===== src/rtl/gpio_port_ctrl.sv =====
// gpio_port_ctrl: memory-mapped controller for a WIDTH-bit bank of GPIO pins.
// It holds the enable/direction/output registers that drive the pin cells.
// It synchronises received pin values into IN.
// Bus accesses are sequenced by a three-state IDLE/ACK/WAIT FSM.
// Optional rising-edge interrupt logic is built only when GPIO_PORT_CTRL_IRQ_EN is defined.
// Without that macro, addresses 6/7 read 0 and o_irq is tied low.
//
// Bus handshake (four-phase req/ack):
//   The master raises i_req and holds i_we/i_addr/i_wdata stable until it sees o_ack.
//   In IDLE, the edge that samples i_req=1 commits the access.
//   o_ack (with o_rdata for reads) is then high for exactly one cycle.
//   The FSM then waits in WAIT until i_req is low again, so a held request is served once.
//   o_rdata is 0 whenever o_ack is low.
module gpio_port_ctrl #(
    parameter int WIDTH  = 8,
    parameter int ADDR_W = 3
) (
    input  logic              i_clk,
    input  logic              i_rst_n,
    input  logic              i_req,
    input  logic              i_we,
    input  logic [ADDR_W-1:0] i_addr,
    input  logic [WIDTH-1:0]  i_wdata,
    output logic [WIDTH-1:0]  o_rdata,
    output logic              o_ack,
    output logic [WIDTH-1:0]  o_pin_enable,
    output logic [WIDTH-1:0]  o_pin_dir,
    output logic [WIDTH-1:0]  o_pin_data,
    input  logic [WIDTH-1:0]  i_pin_data,
    output logic              o_irq,
    output logic [1:0]        o_dbg_state
);

    typedef enum logic [1:0] {
        ST_IDLE = 2'd0,
        ST_ACK  = 2'd1,
        ST_WAIT = 2'd2
    } state_t;

    localparam logic [ADDR_W-1:0] A_CTRL = ADDR_W'(0);
    localparam logic [ADDR_W-1:0] A_DIR  = ADDR_W'(1);
    localparam logic [ADDR_W-1:0] A_OUT  = ADDR_W'(2);
    localparam logic [ADDR_W-1:0] A_IN   = ADDR_W'(3);
    localparam logic [ADDR_W-1:0] A_SET  = ADDR_W'(4);
    localparam logic [ADDR_W-1:0] A_CLR  = ADDR_W'(5);
`ifdef GPIO_PORT_CTRL_IRQ_EN
    localparam logic [ADDR_W-1:0] A_MASK = ADDR_W'(6);
    localparam logic [ADDR_W-1:0] A_STAT = ADDR_W'(7);
`endif

    state_t             state_q;
    logic [WIDTH-1:0]   ctrl_q;
    logic [WIDTH-1:0]   dir_q;
    logic [WIDTH-1:0]   out_q;
    logic [WIDTH-1:0]   sync1_q;
    logic [WIDTH-1:0]   in_q;
    logic [WIDTH-1:0]   rd_val;
    logic               access;
    logic               wr;

`ifdef GPIO_PORT_CTRL_IRQ_EN
    logic [WIDTH-1:0]   in_prev_q;
    logic [WIDTH-1:0]   mask_q;
    logic [WIDTH-1:0]   stat_q;
    logic [WIDTH-1:0]   rise;
    logic [WIDTH-1:0]   w1c;
    logic               irq_q;
`endif

    // An access is committed only on the IDLE edge that samples a request
    assign access = (state_q == ST_IDLE) && i_req;
    assign wr     = access && i_we;

    assign o_pin_enable = ctrl_q;
    assign o_pin_dir    = dir_q;
    assign o_pin_data   = out_q;
    assign o_dbg_state  = state_q;

    // Read mux: register contents before any same-edge update; WO/unbuilt slots read 0
    always_comb begin
        rd_val = '0;
        case (i_addr)
            A_CTRL:  rd_val = ctrl_q;
            A_DIR:   rd_val = dir_q;
            A_OUT:   rd_val = out_q;
            A_IN:    rd_val = in_q;
`ifdef GPIO_PORT_CTRL_IRQ_EN
            A_MASK:  rd_val = mask_q;
            A_STAT:  rd_val = stat_q;
`endif
            default: rd_val = '0;
        endcase
    end

    // Bus FSM with registered ack and read data
    always_ff @(posedge i_clk or negedge i_rst_n) begin
        if (!i_rst_n) begin
            state_q <= ST_IDLE;
            o_ack   <= 1'b0;
            o_rdata <= '0;
        end else begin
            case (state_q)
                ST_IDLE: begin
                    if (i_req) begin
                        o_ack   <= 1'b1;
                        o_rdata <= i_we ? '0 : rd_val;
                        state_q <= ST_ACK;
                    end
                end
                ST_ACK: begin
                    o_ack   <= 1'b0;
                    o_rdata <= '0;
                    state_q <= ST_WAIT;
                end
                ST_WAIT: begin
                    if (!i_req) state_q <= ST_IDLE;
                end
                default: begin
                    o_ack   <= 1'b0;
                    o_rdata <= '0;
                    state_q <= ST_IDLE;
                end
            endcase
        end
    end

    // Pin configuration registers, including SET/CLR read-modify-write of OUT
    always_ff @(posedge i_clk or negedge i_rst_n) begin
        if (!i_rst_n) begin
            ctrl_q <= '0;
            dir_q  <= '0;
            out_q  <= '0;
        end else if (wr) begin
            case (i_addr)
                A_CTRL:  ctrl_q <= i_wdata;
                A_DIR:   dir_q  <= i_wdata;
                A_OUT:   out_q  <= i_wdata;
                A_SET:   out_q  <= out_q | i_wdata;
                A_CLR:   out_q  <= out_q & ~i_wdata;
                default: ;
            endcase
        end
    end

    // Two-flop synchroniser; disabled pins are forced to 0 before the first flop
    always_ff @(posedge i_clk or negedge i_rst_n) begin
        if (!i_rst_n) begin
            sync1_q <= '0;
            in_q    <= '0;
        end else begin
            sync1_q <= i_pin_data & ctrl_q;
            in_q    <= sync1_q;
        end
    end

`ifdef GPIO_PORT_CTRL_IRQ_EN
    assign rise = in_q & ~in_prev_q;
    assign w1c  = (wr && (i_addr == A_STAT)) ? i_wdata : '0;

    // Edge detect, sticky status (a new edge beats a same-cycle clear), registered irq
    always_ff @(posedge i_clk or negedge i_rst_n) begin
        if (!i_rst_n) begin
            in_prev_q <= '0;
            mask_q    <= '0;
            stat_q    <= '0;
            irq_q     <= 1'b0;
        end else begin
            in_prev_q <= in_q;
            if (wr && (i_addr == A_MASK)) mask_q <= i_wdata;
            stat_q <= (stat_q & ~w1c) | (rise & mask_q);
            irq_q  <= |(stat_q & mask_q);
        end
    end

    assign o_irq = irq_q;
`else
    assign o_irq = 1'b0;
`endif

endmodule


===== config.mk =====
export PLATFORM = sky130hd
export DESIGN_NAME = gpio_port_ctrl
export DESIGN_NICKNAME = d
export VERILOG_FILES = /design/src/rtl/gpio_port_ctrl.sv
export SDC_FILE = /design/constraint.sdc
export NUM_CORES = 1
export LEC_CHECK = 0
export CELL_PAD_IN_SITES_DETAIL_PLACEMENT = 0
export CELL_PAD_IN_SITES_GLOBAL_PLACEMENT = 1
export CORE_MARGIN = 10
export CORE_UTILIZATION = 30
export CTS_BUF_LIST = sky130_fd_sc_hd__clkbuf_16
export CTS_CLUSTER_DIAMETER = 80
export DETAILED_ROUTE_END_ITERATION = 10
export HOLD_SLACK_MARGIN = 0.02
export PLACE_DENSITY_LB_ADDON = 0.1
export SETUP_SLACK_MARGIN = 0.1
export SYNTH_ARGS = -nofsm -noshare
export SYNTH_HDL_FRONTEND = slang
export SYNTH_SLANG_ARGS = --single-unit

===== constraint.sdc =====
create_clock -name i_clk -period 2.9 [get_ports i_clk]
set_input_delay 0.435 -clock i_clk [delete_from_list [all_inputs] [get_ports i_clk]]
set_output_delay 0.435 -clock i_clk [all_outputs]
set_load 0.01 [all_outputs]

# After elaboration in Yosys (flattened, before gate mapping)
# Cells that the tools add are included.
[word_totals]
out_inout_bits = 36
input_bits = 23
reg_bits = 51
[op_classes]
n_eq_ne = 9
bitwise_logic = 5
mux = 10
n_reduce_logical = 10
[op_table]
columns = ["op", "n"]
rows = [
  ["$pmux 8 s4", 1],
  ["$pmux 8 s3", 1],
  ["$and 8x8->8", 2],
  ["$mux 8", 2],
  ["$pmux 8 s2", 1],
  ["$reduce_and 2->1", 5],
  ["$not 8->8", 1],
  ["$or 8x8->8", 1],
  ["$eq 3x2->1 const B", 2],
  ["$eq 3x3->1 const B", 2],
  ["$pmux 2 s3", 1],
  ["$mux 2", 2],
  ["$ne 2x2->1 const B", 2],
  ["$eq 3x1->1 const B", 1],
  ["$logic_not 3->1", 1],
  ["$reduce_bool 3->1", 1],
  ["$eq 2x1->1 const B", 1],
  ["$eq 2x2->1 const B", 1],
  ["$logic_and 1x1->1", 2],
  ["$logic_not 2->1", 1],
  ["$pmux 1 s2", 1],
  ["$mux 1", 1],
  ["$not 1->1", 1],
]

# Longest topological paths before layout
# Gate-level depths: netlist of the first run.
[depth]
depth_word = 5
ltp_mapped = 6
mapped_depth_nobuf = 3

# Worst setup path before layout of the first run
# Ideal clock, no wire load.
[synth_timing]
path_type = "input port to flip-flop"
from = "in i_addr[0]"
to = "reg o_rdata[5]"
path_slack_ps = 1219
required_time_ps = 2779
stages = 4
setup_time_ps = 121
arrival_ps = 1560
n_path_buf = 2
path_cell_list = "buf_2 buf_2 mux4_2 a22o_1"
[synth_via]
elab_chain_len = 5
[synth_lines]
columns = ["item", "line_no", "source"]
rows = [
  ["from (decl)", "22", "input logic [ADDR_W-1:0] i_addr,"],
  ["$eq 3x2->1, or another cell as far along", "82", "case (i_addr)"],
  ["$pmux 8 s4 (*)", "82", ""],
  ["$mux 8 (*)", "106", "o_rdata <= i_we ? '0 : rd_val;"],
  ["$mux 8 (*)", "104", "if (i_req) begin"],
  ["$pmux 8 s2 (*)", "102", "case (state_q)"],
  ["to (signal assigned)", "106", ""],
  ["to (decl)", "24", "output logic [WIDTH-1:0] o_rdata,"],
]
# Every way passes the cells marked *; elsewhere a longest branch is shown, timed or not. The select of a mux whose other input is x is not followed.
# A chain may end at the register's enable or synchronous reset.

# Worst setup path in the final report of the first run
[layout_timing]
from = "in i_req"
to = "reg out_q[1] (netlist: o_pin_data[1])"
[layout_via]
elab_chain_len = 3
[layout_lines]
columns = ["item", "line_no", "source"]
rows = [
  ["from (decl)", "20", "input logic i_req,"],
  ["$logic_and 1x1->1", "71", "assign access = (state_q == ST_IDLE) && i_req;"],
  ["$logic_and 1x1->1", "72", "assign wr = access && i_we;"],
  ["$reduce_and 2->1 (no line)", "--", ""],
  ["to (signal assigned)", "137", "A_OUT: out_q <= i_wdata;"],
  ["to (signal assigned)", "138", "A_SET: out_q <= out_q | i_wdata;"],
  ["to (signal assigned)", "139", "A_CLR: out_q <= out_q & ~i_wdata;"],
  ["to (decl)", "54", "logic [WIDTH-1:0] out_q;"],
]
# Every way passes these cells.

==> metrics.md, run 1 <==
| Metric | Value |
|---|---|
| Status | complete, no violations |
| Crit path from | i_req |
| Sw frac | 29.31% |
| Syn nets | 193 |
| Mapped cell area | 2345 um^2 |
| Setup violators final | 0 |
| Most common cell after layout, fill and taps aside | clkdlybuf4s50_1 |
| Pwr/cell area | 738.9 nW/um^2 |
| Vias in the first global route | 1852 |
| Synth Warn # | 0 |
| CTS max path bufs | 2 |
| Register share of total power | 44.1% |
| Post-synthesis cell type count | 28 |
| Area growth, synth to finish | 35.01% |
| Top FF cell, synth | dfrtp_1 |
| Worst vdd ir | 0.2582 mV |
| Type of the most critical hold path | input pin to asynchronous set/reset pin |
| Antenna violations before repair | 0 |
| Final setup TNS | 0 ns |
| Post-Synthesis Cells | 170 |
| Clk sinks | 51 |
| Syn_area_per_cell | 13.79 um^2 |
| Crit-path slowest cell | clkdlybuf4s50_1 |
| H-Tree Depth | 2 |
| GRT Total Usage | 11.74% |
| Reg-to-reg startpoint | o_dbg_state[1] |
| Die height | 108.4 um |
| RSZ-0062 raised after global routing | no |
| Fill count | 731 |
| Reg-to-Reg End | o_pin_data[1] |
| Top-Level Pins | 59 |
| DR WL/cell | 19.98 um |
| Internal cell power | 1653 uW |
| Clk pwr share | 24.0% |
| Most frequent cells in the layout | clkdlybuf4s50_1 (56), dfrtp_1 (51), nand2b_1 (9), buf_4 (9) |
| CP Cell Sequence | clkdlybuf4s50_1 -> nand4bb_1 -> buf_4 -> o41ai_1 -> a211oi_1 |
| Clock transition at the registers of the reported paths | 0.07 ns |
| Hold Slack | 0.1595 ns |
| TritonCTS Buffers | 5 |
| Skew final | 0.008837 ns |
| Core area | 7647 um^2 |
| Worst Tran Pin Value | 0.6181 ns |
| Part of the power in combinational logic | 32.0% |
| Initial core utilization | 30.66% |
| Worst Path Required | 3.05 ns |
| Gpl congestion | 0.7151 |
| Worst skew pair latency | 0.29 ns |
| Crit-path max FO | 9 |
| GRT overflow | 0 |
| Crit path capture type | register |
| Sequential-to-total area share from yosys stat | 54.43% |
| Worst reg2reg path depth | 4 |
| Cell family with most CP delay | buffers and inverters |
| Slew Limit Headroom | 58.80% |
| Final period utilization | 67.52% |
| Nets@finish | 251 |
| Number of synthesized flops with an enable pin | 0 |
| Vias | 1708 |
| Max_cap viols | 0 |
| Asr flop ratio synth | 100.0% |
| Layout cells sized above 1 | 18.78% |
| Input/output buffers | 57 |
| Worst path depth | 5 |
| CP Buf/Inv Count | 2 |
| DRT Pass-1 Iters | 4 |
| Via/cell ratio | 5.160 |
| Leakage | 0.001315 uW |
| FMAX | 510.7 MHz |
| R2R Setup Slk | 1.08 ns |
| DP Wirelength | 4661 um |
| Setup Crit Path Kind | input pin to register |
| Synth top area share | 54.43% |
| Worst path max stage delay | 0.54 ns |
| CTS Hold Buffers Added | 0 |
| Remaining antenna violation count after routing | 0 |
| Minimum clock period after layout | 1.958 ns |
| DRC errors left | 0 |
| CP endpoint | o_pin_data[1] |
| Largest net degree at the start of global routing | 34 |
| CTS tree | yes |
| Final Hold Fails | 0 |
| First-pass GRT wire length | 10810 um |
| #FFs+latches synth | 51 |
| Crit path DAT | 2.11 ns |
| Die Wd | 108.4 um |
| Post-CTS sizing | 0 |
| Largest cells by area after synthesis | dfrtp_1 (54%), mux4_2 (7.7%), mux2_4 (5.1%), mux2_2 (3.8%), a22o_1 (3.0%) |
| # diodes | 0 |
| Cell taking the most area after synthesis | dfrtp_1 |
| Overall die area | 11750 um^2 |
| CTS root buf | clkbuf_16 |
| Switching Power | 685.6 uW |
| Initial detailed-routing violation count | 47 |
| Total length of routed wires | 6612 um |
| Number of setup buffers added after CTS | 0 |
| Startpoint types | input pin |
| Max Slew Vio Count | 0 |
| FP Rows | 32 |
-- how the worst min path moves through the flow --
| stage | startpoint | to | slack, ns |
|---|---|---|---|
| finish | i_rst_n | o_pin_dir[4] | 0.16 |
| floorplan | i_rst_n | in_q[0] | 0.14 |
| global route | i_rst_n | o_pin_dir[4] | 0.22 |
| global placement | sync1_q[6] | in_q[6] | 0.33 |
| detailed placement | sync1_q[2] | in_q[2] | 0.34 |
| CTS | i_rst_n | o_pin_dir[2] | 0.18 |
-- layout make-up --
| cell class | count | area, um^2 | share of cell area, % |
|---|---|---|---|
| flip-flops and latches | 51 | 1276 | 40.32 |
| multi-input cells | 102 | 983.4 | 31.07 |
| repair buffers | 66 | 633.1 | 20.00 |
| well taps | 102 | 127.6 | 4.032 |
| clock buffers | 5 | 125.1 | 3.953 |
| clock inverters | 3 | 12.51 | 0.3953 |
| inverters | 2 | 7.507 | 0.2372 |
-- sequential cells by signal, summed over array words and instances (netlist names) --
name and flops:
o_pin_dir 8, in_q 8, o_rdata 8, sync1_q 8, o_pin_enable 8, o_ack 1, o_pin_data 8, o_dbg_state 2
-- Yosys cell counts (2+ instances only) --
cell type  instances
mux4_2             8
and2_1             8
mux2_4             8
dfrtp_1           51
nor2_1             5
o41ai_1            8
a22o_1             8
o32ai_1            8
mux2_2             8
nand2b_1           9
buf_2              4
a211oi_1           8
nand4b_1           8
a31oi_1            8
buf_4              2
clkbuf_1           7
-- metrics by stage --
step,setup WS [ns],instances,instance area (um^2),utilization (%),power [uW]
4_1_cts,0.9489,331,3166,41.39,2378
3_3_place_gp,0.7056,323,3028,39.59,1773
2_1_floorplan,1.219,170,2345,-,1364
5_1_grt,0.8295,331,3166,41.39,2486
6_report,0.9418,331,3166,41.39,2339
3_5_place_dp,0.6584,323,3028,39.59,1808
-- routing by layer --
metal,up-vias,track usage [%],part of all wire [%]
met2,42,18.62,49
met1,882,15.47,46
li1,780,-,-
met5,-,0,0
met4,0,2.825,0.54
met3,4,3.331,4.8
-- worst reg2reg max path, cell delays in order (launching register included) --
cell,delay [ns]
dfrtp_1,0.46
nand4bb_1,0.50
buf_4,0.33
o41ai_1,0.27
a211oi_1,0.13
-- power groups by stage --
stage	Combinational (uW)	Sequential (uW)	Clock (uW)
after floorplan	304	1060	0
after global placement	747	1030	0
after detailed placement	763	1040	0
after CTS	765	1040	577
after global routing	806	1060	617
final	748	1030	561
-- cells by family after synthesis --
family / after synthesis / share of synthesized area [%]
AO/OA/AOI/OAI: 40 / 13.66
AND/OR/NAND/NOR: 36 / 11.05
other: 1 / 0.1599
flip-flops: 51 / 54.43
buffers and inverters: 17 / 3.628
multiplexers: 25 / 17.08
No activity file was read; power rests on OpenSTA's default activity.
==> inputs of run 2 (changes only) <==
Clock period 2.9 ns to 1.8 ns, I/O delays scaled along.
==> metrics.md, run 2 (same netlist as run 1, synthesis figures left out) <==
| Metric | Value |
|---|---|
| Skew final | 0.002975 ns (-0.005862 ns) |
| Antenna violations before repair | 0 (unchanged) |
| Most frequent cells in the layout | clkdlybuf4s50_1 (56), dfrtp_1 (51), buf_4 (23) |
| Number of setup buffers added after CTS | 0 (unchanged) |
| Worst vdd ir | 0.4507 mV (+75%) |
| DRC errors left | 0 (unchanged) |
| Final period utilization | 90.44% |
| H-Tree Depth | 2 (unchanged) |
| Most common cell after layout, fill and taps aside | clkdlybuf4s50_1 |
| Pwr/cell area | 1185 nW/um^2 (+60%) |
| Minimum clock period after layout | 1.628 ns |
| Core area | 7647 um^2 (unchanged) |
| Setup Crit Path Kind | register to register |
| Worst reg2reg path depth | 3 (-1) |
| Crit path capture type | register |
| CTS tree | yes |
| Die height | 108.4 um (unchanged) |
| Cell family with most CP delay | simple AND/OR/NAND/NOR gates |
| Final core utilization | 43.50% (+2.1 points) |
| GRT overflow | 0 (unchanged) |
| Initial detailed-routing violation count | 49 (+4.3%) |
| FMAX | 614.3 MHz |
| Startpoint types | register |
| Type of the most critical hold path | register to register |
| Worst Path Required | 1.97 ns (-1.08 ns) |
| DP Wirelength | 4761 um (+2.1%) |
| Clk pwr share | 26.8% (+2.8 points) |
| Total length of routed wires | 6571 um (-0.62%) |
| Nets@finish | 267 (+6.4%) |
| CTS max path bufs | 2 (unchanged) |
| Crit path DAT | 1.80 ns (-0.31 ns) |
| Vias in the first global route | 1834 (-0.97%) |
| Sw frac | 27.81% (-1.5 points) |
| Max_cap viols | 0 (unchanged) |
| TritonCTS Buffers | 5 (unchanged) |
| Multi-input logic area | 983.4 um^2 (unchanged) |
| Max Slew Vio Count | 0 (unchanged) |
| Internal cell power | 2847 uW (+72%) |
| Crit-path max FO | 8 (-1) |
| Switching Power | 1097 uW (+60%) |
| Die Wd | 108.4 um (unchanged) |
| Register share of total power | 41.2% (-2.9 points) |
| RSZ-0062 raised after global routing | no |
| Fill count | 710 (-2.9%) |
| CTS root buf | clkbuf_16 |
| Gpl congestion | 0.7196 (+0.63%) |
| Area growth, synth to finish | 41.89% |
| CP Cell Sequence | and4bb_1 -> and3_4 -> mux2_4 |
| Hold Slack | 0.3496 ns (+0.1901 ns) |
| Met3 Routed Length | 405 um (+27%) |
| Part of the power in combinational logic | 32.0% (about the same) |
| Worst path max stage delay | 0.44 ns (-0.10 ns) |
| DRT Pass-1 Iters | 4 (unchanged) |
| Worst Tran Pin Value | 0.7101 ns (+0.09207 ns) |
| DR WL/cell | 18.94 um (-5.2%) |
| Layout cells sized above 1 | 24.08% (+5.3 points) |
| Final Hold Fails | 0 (unchanged) |
| Worst skew pair latency | 0.29 ns (about the same) |
| Post-CTS sizing | 0 (unchanged) |
| Largest net degree at the start of global routing | 28 (-18%) |
| Clock transition at the registers of the reported paths | 0.07 ns (about the same) |
| Leakage | 0.001401 uW (+6.6%) |
| Status | complete, no violations |
| FF/Latch Area | 1276 um^2 (unchanged) |
| GRT Total Usage | 11.19% (-0.55 points) |
| Initial core utilization | 30.66% (unchanged) |
| Clk sinks | 51 (unchanged) |
| Worst path depth | 3 (-2) |
| Setup violators final | 0 (unchanged) |
| CP Buf/Inv Count | 0 (-2) |
| Hold Path Stages | 0 |
| Input/output buffers | 57 (unchanged) |
| Top-Level Pins | 59 (unchanged) |
| Via/cell ratio | 5.153 (-0.14%) |
| # diodes | 0 (unchanged) |
| Overall die area | 11750 um^2 (unchanged) |
| First-pass GRT wire length | 10290 um (-4.8%) |
| Crit-path slowest cell | dfrtp_1 |
| Remaining antenna violation count after routing | 0 (unchanged) |
| FP Rows | 32 (unchanged) |
| Vias | 1788 (+4.7%) |
| Slew Limit Headroom | 52.48% (-6.3 points) |
| Max Used Layer | met4 |
| R2R Setup Slk | 0.17 ns (-0.91 ns) |
| Metal-1 WL | 2933 um (-3.8%) |
| Met2 WL | 3175 um (-1.0%) |
## run 2: cell count changes in the layout (fill, tap and decap cells not counted), sizes merged
cell	before	now
buf	10	25
bufinv	0	1
clkinv	2	3
dlygate4sd3	0	1
inv	3	1
## run 2: path summary, 6_finish.rpt
kind,start,endpoint
hold / removal,sync1_q[3],in_q[3]
setup / recovery,o_dbg_state[0],o_pin_enable[4]
min in group asynchronous,i_rst_n,in_q[7]
max in group asynchronous,i_rst_n,o_rdata[4]
hold reg to reg,sync1_q[3],in_q[3]
setup reg to reg,o_dbg_state[0],o_pin_enable[4]
## run 2: worst reg2reg max path: cells and delay by family (launching register included)
family        cells  cell delay [ns]
mux               1             0.33
flops             1             0.44
simple gates      2             0.75
## run 2: per-stage QoR
stage	power (uW)	cells	instance area, um^2	setup TNS (ns)	setup slack, ns
global placement	2881	338	3153	-0.4333	-0.04105
floorplan	2197	170	2345	0	0.1974
global route	4149	347	3327	0	0.1043
finish	3944	347	3327	0	0.1720
detailed placement	2928	338	3153	-1.369	-0.06997
CTS	4003	347	3327	0	0.1678
## run 2: final cells by class
type	count	share of cell area, %
tap	102	3.836
multi-input combinational	102	29.56
sequential	51	38.36
timing repair buffer	82	23.09
inverter	2	0.2256
clock buffer	5	3.761
clock inverter	3	1.166
## run 2: per-layer routing
layer  track usage (%)  vias to the layer above
met1             14.31                      920
met4             3.484                        0
met3             3.569                        6
li1                  -                      806
met2             17.63                       56
met5                 0                        -
## run 2: power groups by stage
stage / clock network [uW] / logic (uW) / registers [uW]
floorplan: 0 / 489 / 1710
global placement: 0 / 1260 / 1620
detailed placement: 0 / 1280 / 1640
CTS: 1090 / 1290 / 1630
global route: 1130 / 1360 / 1670
finish: 1060 / 1260 / 1620
## run 2: repair_timing
item | CTS | global route
endpoints found under the hold margin | 25 | 0
setup endpoints to repair | 0 | 0
hold buffers | 1 | 0
==> inputs of run 3 (changes only) <==
==> constraint.sdc (replaced) <==
create_clock -name i_clk -period 1.8 [get_ports i_clk]
set_input_delay 0.18 -clock i_clk [delete_from_list [all_inputs] [get_ports i_clk]]
set_output_delay 0.18 -clock i_clk [all_outputs]
set_load 0.01 [all_outputs]
==> metrics.md, run 3 (same netlist as run 1, synthesis figures left out) <==
| Metric | Value |
|---|---|
| Most common cell after layout, fill and taps aside | clkdlybuf4s50_1 |
| Die height | 108.4 um (unchanged) |
| GRT overflow | 0 (unchanged) |
| Vias in the first global route | 1905 (+3.9%) |
| Nets@finish | 256 (-4.1%) |
| RSZ-0062 raised after global routing | no |
| Area growth, synth to finish | 39.22% |
| Worst path max stage delay | 0.44 ns (about the same) |
| Type of the most critical hold path | register to register |
| First-pass GRT wire length | 10430 um (+1.3%) |
| Min-delay src | sync1_q[2] |
| Vias | 1729 (-3.3%) |
| Largest net degree at the start of global routing | 34 (+21%) |
| Total length of routed wires | 6635 um (+0.97%) |
| Reg-to-reg startpoint | o_dbg_state[0] |
| Input/output buffers | 57 (unchanged) |
| Clock transition at the registers of the reported paths | 0.07 ns (about the same) |
| Via/cell ratio | 5.146 (-0.13%) |
| Final core utilization | 42.69% (-0.82 points) |
| DRT Pass-1 Iters | 4 (unchanged) |
| Status | complete, no violations |
| Max Slew Vio Count | 0 (unchanged) |
| R2R Setup Slk | 0.21 ns (+0.04 ns) |
| Crit-path max FO | 8 (unchanged) |
| FMAX | 627.8 MHz (+2.2%) |
| CP Cell Sequence | and4bb_1 -> and3_4 -> mux2_4 |
| Max_cap viols | 0 (unchanged) |
| Top-Level Pins | 59 (unchanged) |
| Final period utilization | 88.49% (-2.0 points) |
| DP Wirelength | 4623 um (-2.9%) |
| Crit-path slowest cell | dfrtp_1 |
| Startpoint types | register |
| TritonCTS Buffers | 5 (unchanged) |
| Fin cells | 336 (-3.2%) |
| Crit path capture type | register |
| # diodes | 0 (unchanged) |
| Slew Limit Headroom | 50.44% (-2.0 points) |
| Most frequent cells in the layout | clkdlybuf4s50_1 (56), dfrtp_1 (51), buf_4 (11) |
| Layout cells sized above 1 | 20.51% (-3.6 points) |
| Final Hold Fails | 0 (unchanged) |
| Placed instance count | 327 (-3.3%) |
| Final setup TNS | 0 ns (unchanged) |
| Overall die area | 11750 um^2 (unchanged) |
| Worst reg2reg path depth | 3 (unchanged) |
| Pwr/cell area | 1211 nW/um^2 (+2.1%) |
| CP Buf/Inv Count | 0 (unchanged) |
| Worst vdd ir | 0.4303 mV (-4.5%) |
| Endpoint, Worst Hold | in_q[2] |
| H-Tree Depth | 2 (unchanged) |
| Skew final | 0.004274 ns (+0.001299 ns) |
| Post-route design area | 3264 um^2 (-1.9%) |
| Cell area after placement | 3083 um^2 (-2.2%) |
| CTS max path bufs | 2 (unchanged) |
| Number of setup buffers added after CTS | 0 (unchanged) |
| CTS tree | yes |
| Minimum clock period after layout | 1.593 ns (-0.03519 ns) |
| CTS root buf | clkbuf_16 |
| Clk sinks | 51 (unchanged) |
| Cell family with most CP delay | simple AND/OR/NAND/NOR gates |
| Worst Path Required | 1.97 ns (about the same) |
| GRT Total Usage | 11.28% (+0.086 points) |
| DRC errors left | 0 (unchanged) |
| DR WL/cell | 19.75 um (+4.3%) |
| Gpl congestion | 0.7170 (-0.36%) |
| Hold Path Stages | 0 (unchanged) |
| Worst Tran Pin Value | 0.7406 ns (+0.03048 ns) |
| Initial core utilization | 30.66% (unchanged) |
| Antenna violations before repair | 0 (unchanged) |
| Reg-to-Reg End | o_pin_enable[3] |
| Initial detailed-routing violation count | 74 (+51%) |
| Hold Slack | 0.3510 ns (+0.001408 ns) |
| Setup Crit Path Kind | register to register |
| Remaining antenna violation count after routing | 0 (unchanged) |
| Core area | 7647 um^2 (unchanged) |
| Leakage | 0.001354 uW (-3.4%) |
| Setup violators final | 0 (unchanged) |
| Die Wd | 108.4 um (unchanged) |
| Worst skew pair latency | 0.29 ns (about the same) |
| Crit path DAT | 1.77 ns (-0.03 ns) |
| FP Rows | 32 (unchanged) |
-- run 3: cell count changes in the layout (fill, tap and decap cells not counted) --
cell / before / now
buf_12: 1 / 2
nand3_4: 0 / 1
nand3_2: 1 / 0
buf_4: 23 / 11
-- run 3: cell type report --
| class | instances | area (um^2) |
|---|---|---|
| Timing Repair Buffer | 71 | 698.2 |
| Inverter | 2 | 7.507 |
| Multi-Input combinational cell | 102 | 991.0 |
| Clock buffer | 5 | 125.1 |
| Fill cell | 719 | 4383 |
| Clock inverter | 3 | 38.79 |
| Sequential cell | 51 | 1276 |
| Tap cell | 102 | 127.6 |
-- run 3: through the flow --
step	setup WS, ns	power (uW)
floorplan	0.1974	2197
global placement	-0.02104	2881
detailed placement	-0.006854	2927
CTS	0.1717	4003
global route	0.1427	4160
finish	0.2072	3952
-- run 3: report_power, final --
| part | total, uW | switching, uW | internal (uW) |
|---|---|---|---|
| registers | 1640 | 217 | 1430 |
| logic | 1250 | 488 | 757 |
| clock network | 1060 | 414 | 649 |
| total | 3950 | 1120 | 2830 |
-- run 3: metal layers --
metal | vias to the layer above | share of wire [%] | track usage, %
li1 | 787 | - | -
met1 | 897 | 46 | 14.24
met2 | 40 | 48 | 18.66
met3 | 5 | 4.6 | 2.974
met4 | 0 | 0.80 | 3.013
met5 | - | 0 | 0
-- run 3: timing repair --
action / in CTS / in global routing
setup endpoints to repair: 0 / 5
endpoints found under the hold margin: 24 / 0
hold buffers: 1 / 0
resized for setup: 0 / 1
-- run 3: how the worst max path moves through the flow --
stage                     cells past startpoint            from  slack (ns)              end
after global routing                          3  o_dbg_state[0]        0.14  o_pin_enable[7]
after detailed placement                      5           i_req      -0.007       o_rdata[3]
after global placement                        5           i_req       -0.02       o_rdata[4]
after floorplan                               5  o_dbg_state[1]        0.20  o_pin_enable[0]
final                                         3  o_dbg_state[0]        0.21  o_pin_enable[3]
after CTS                                     4  o_dbg_state[0]        0.17     o_pin_dir[6]
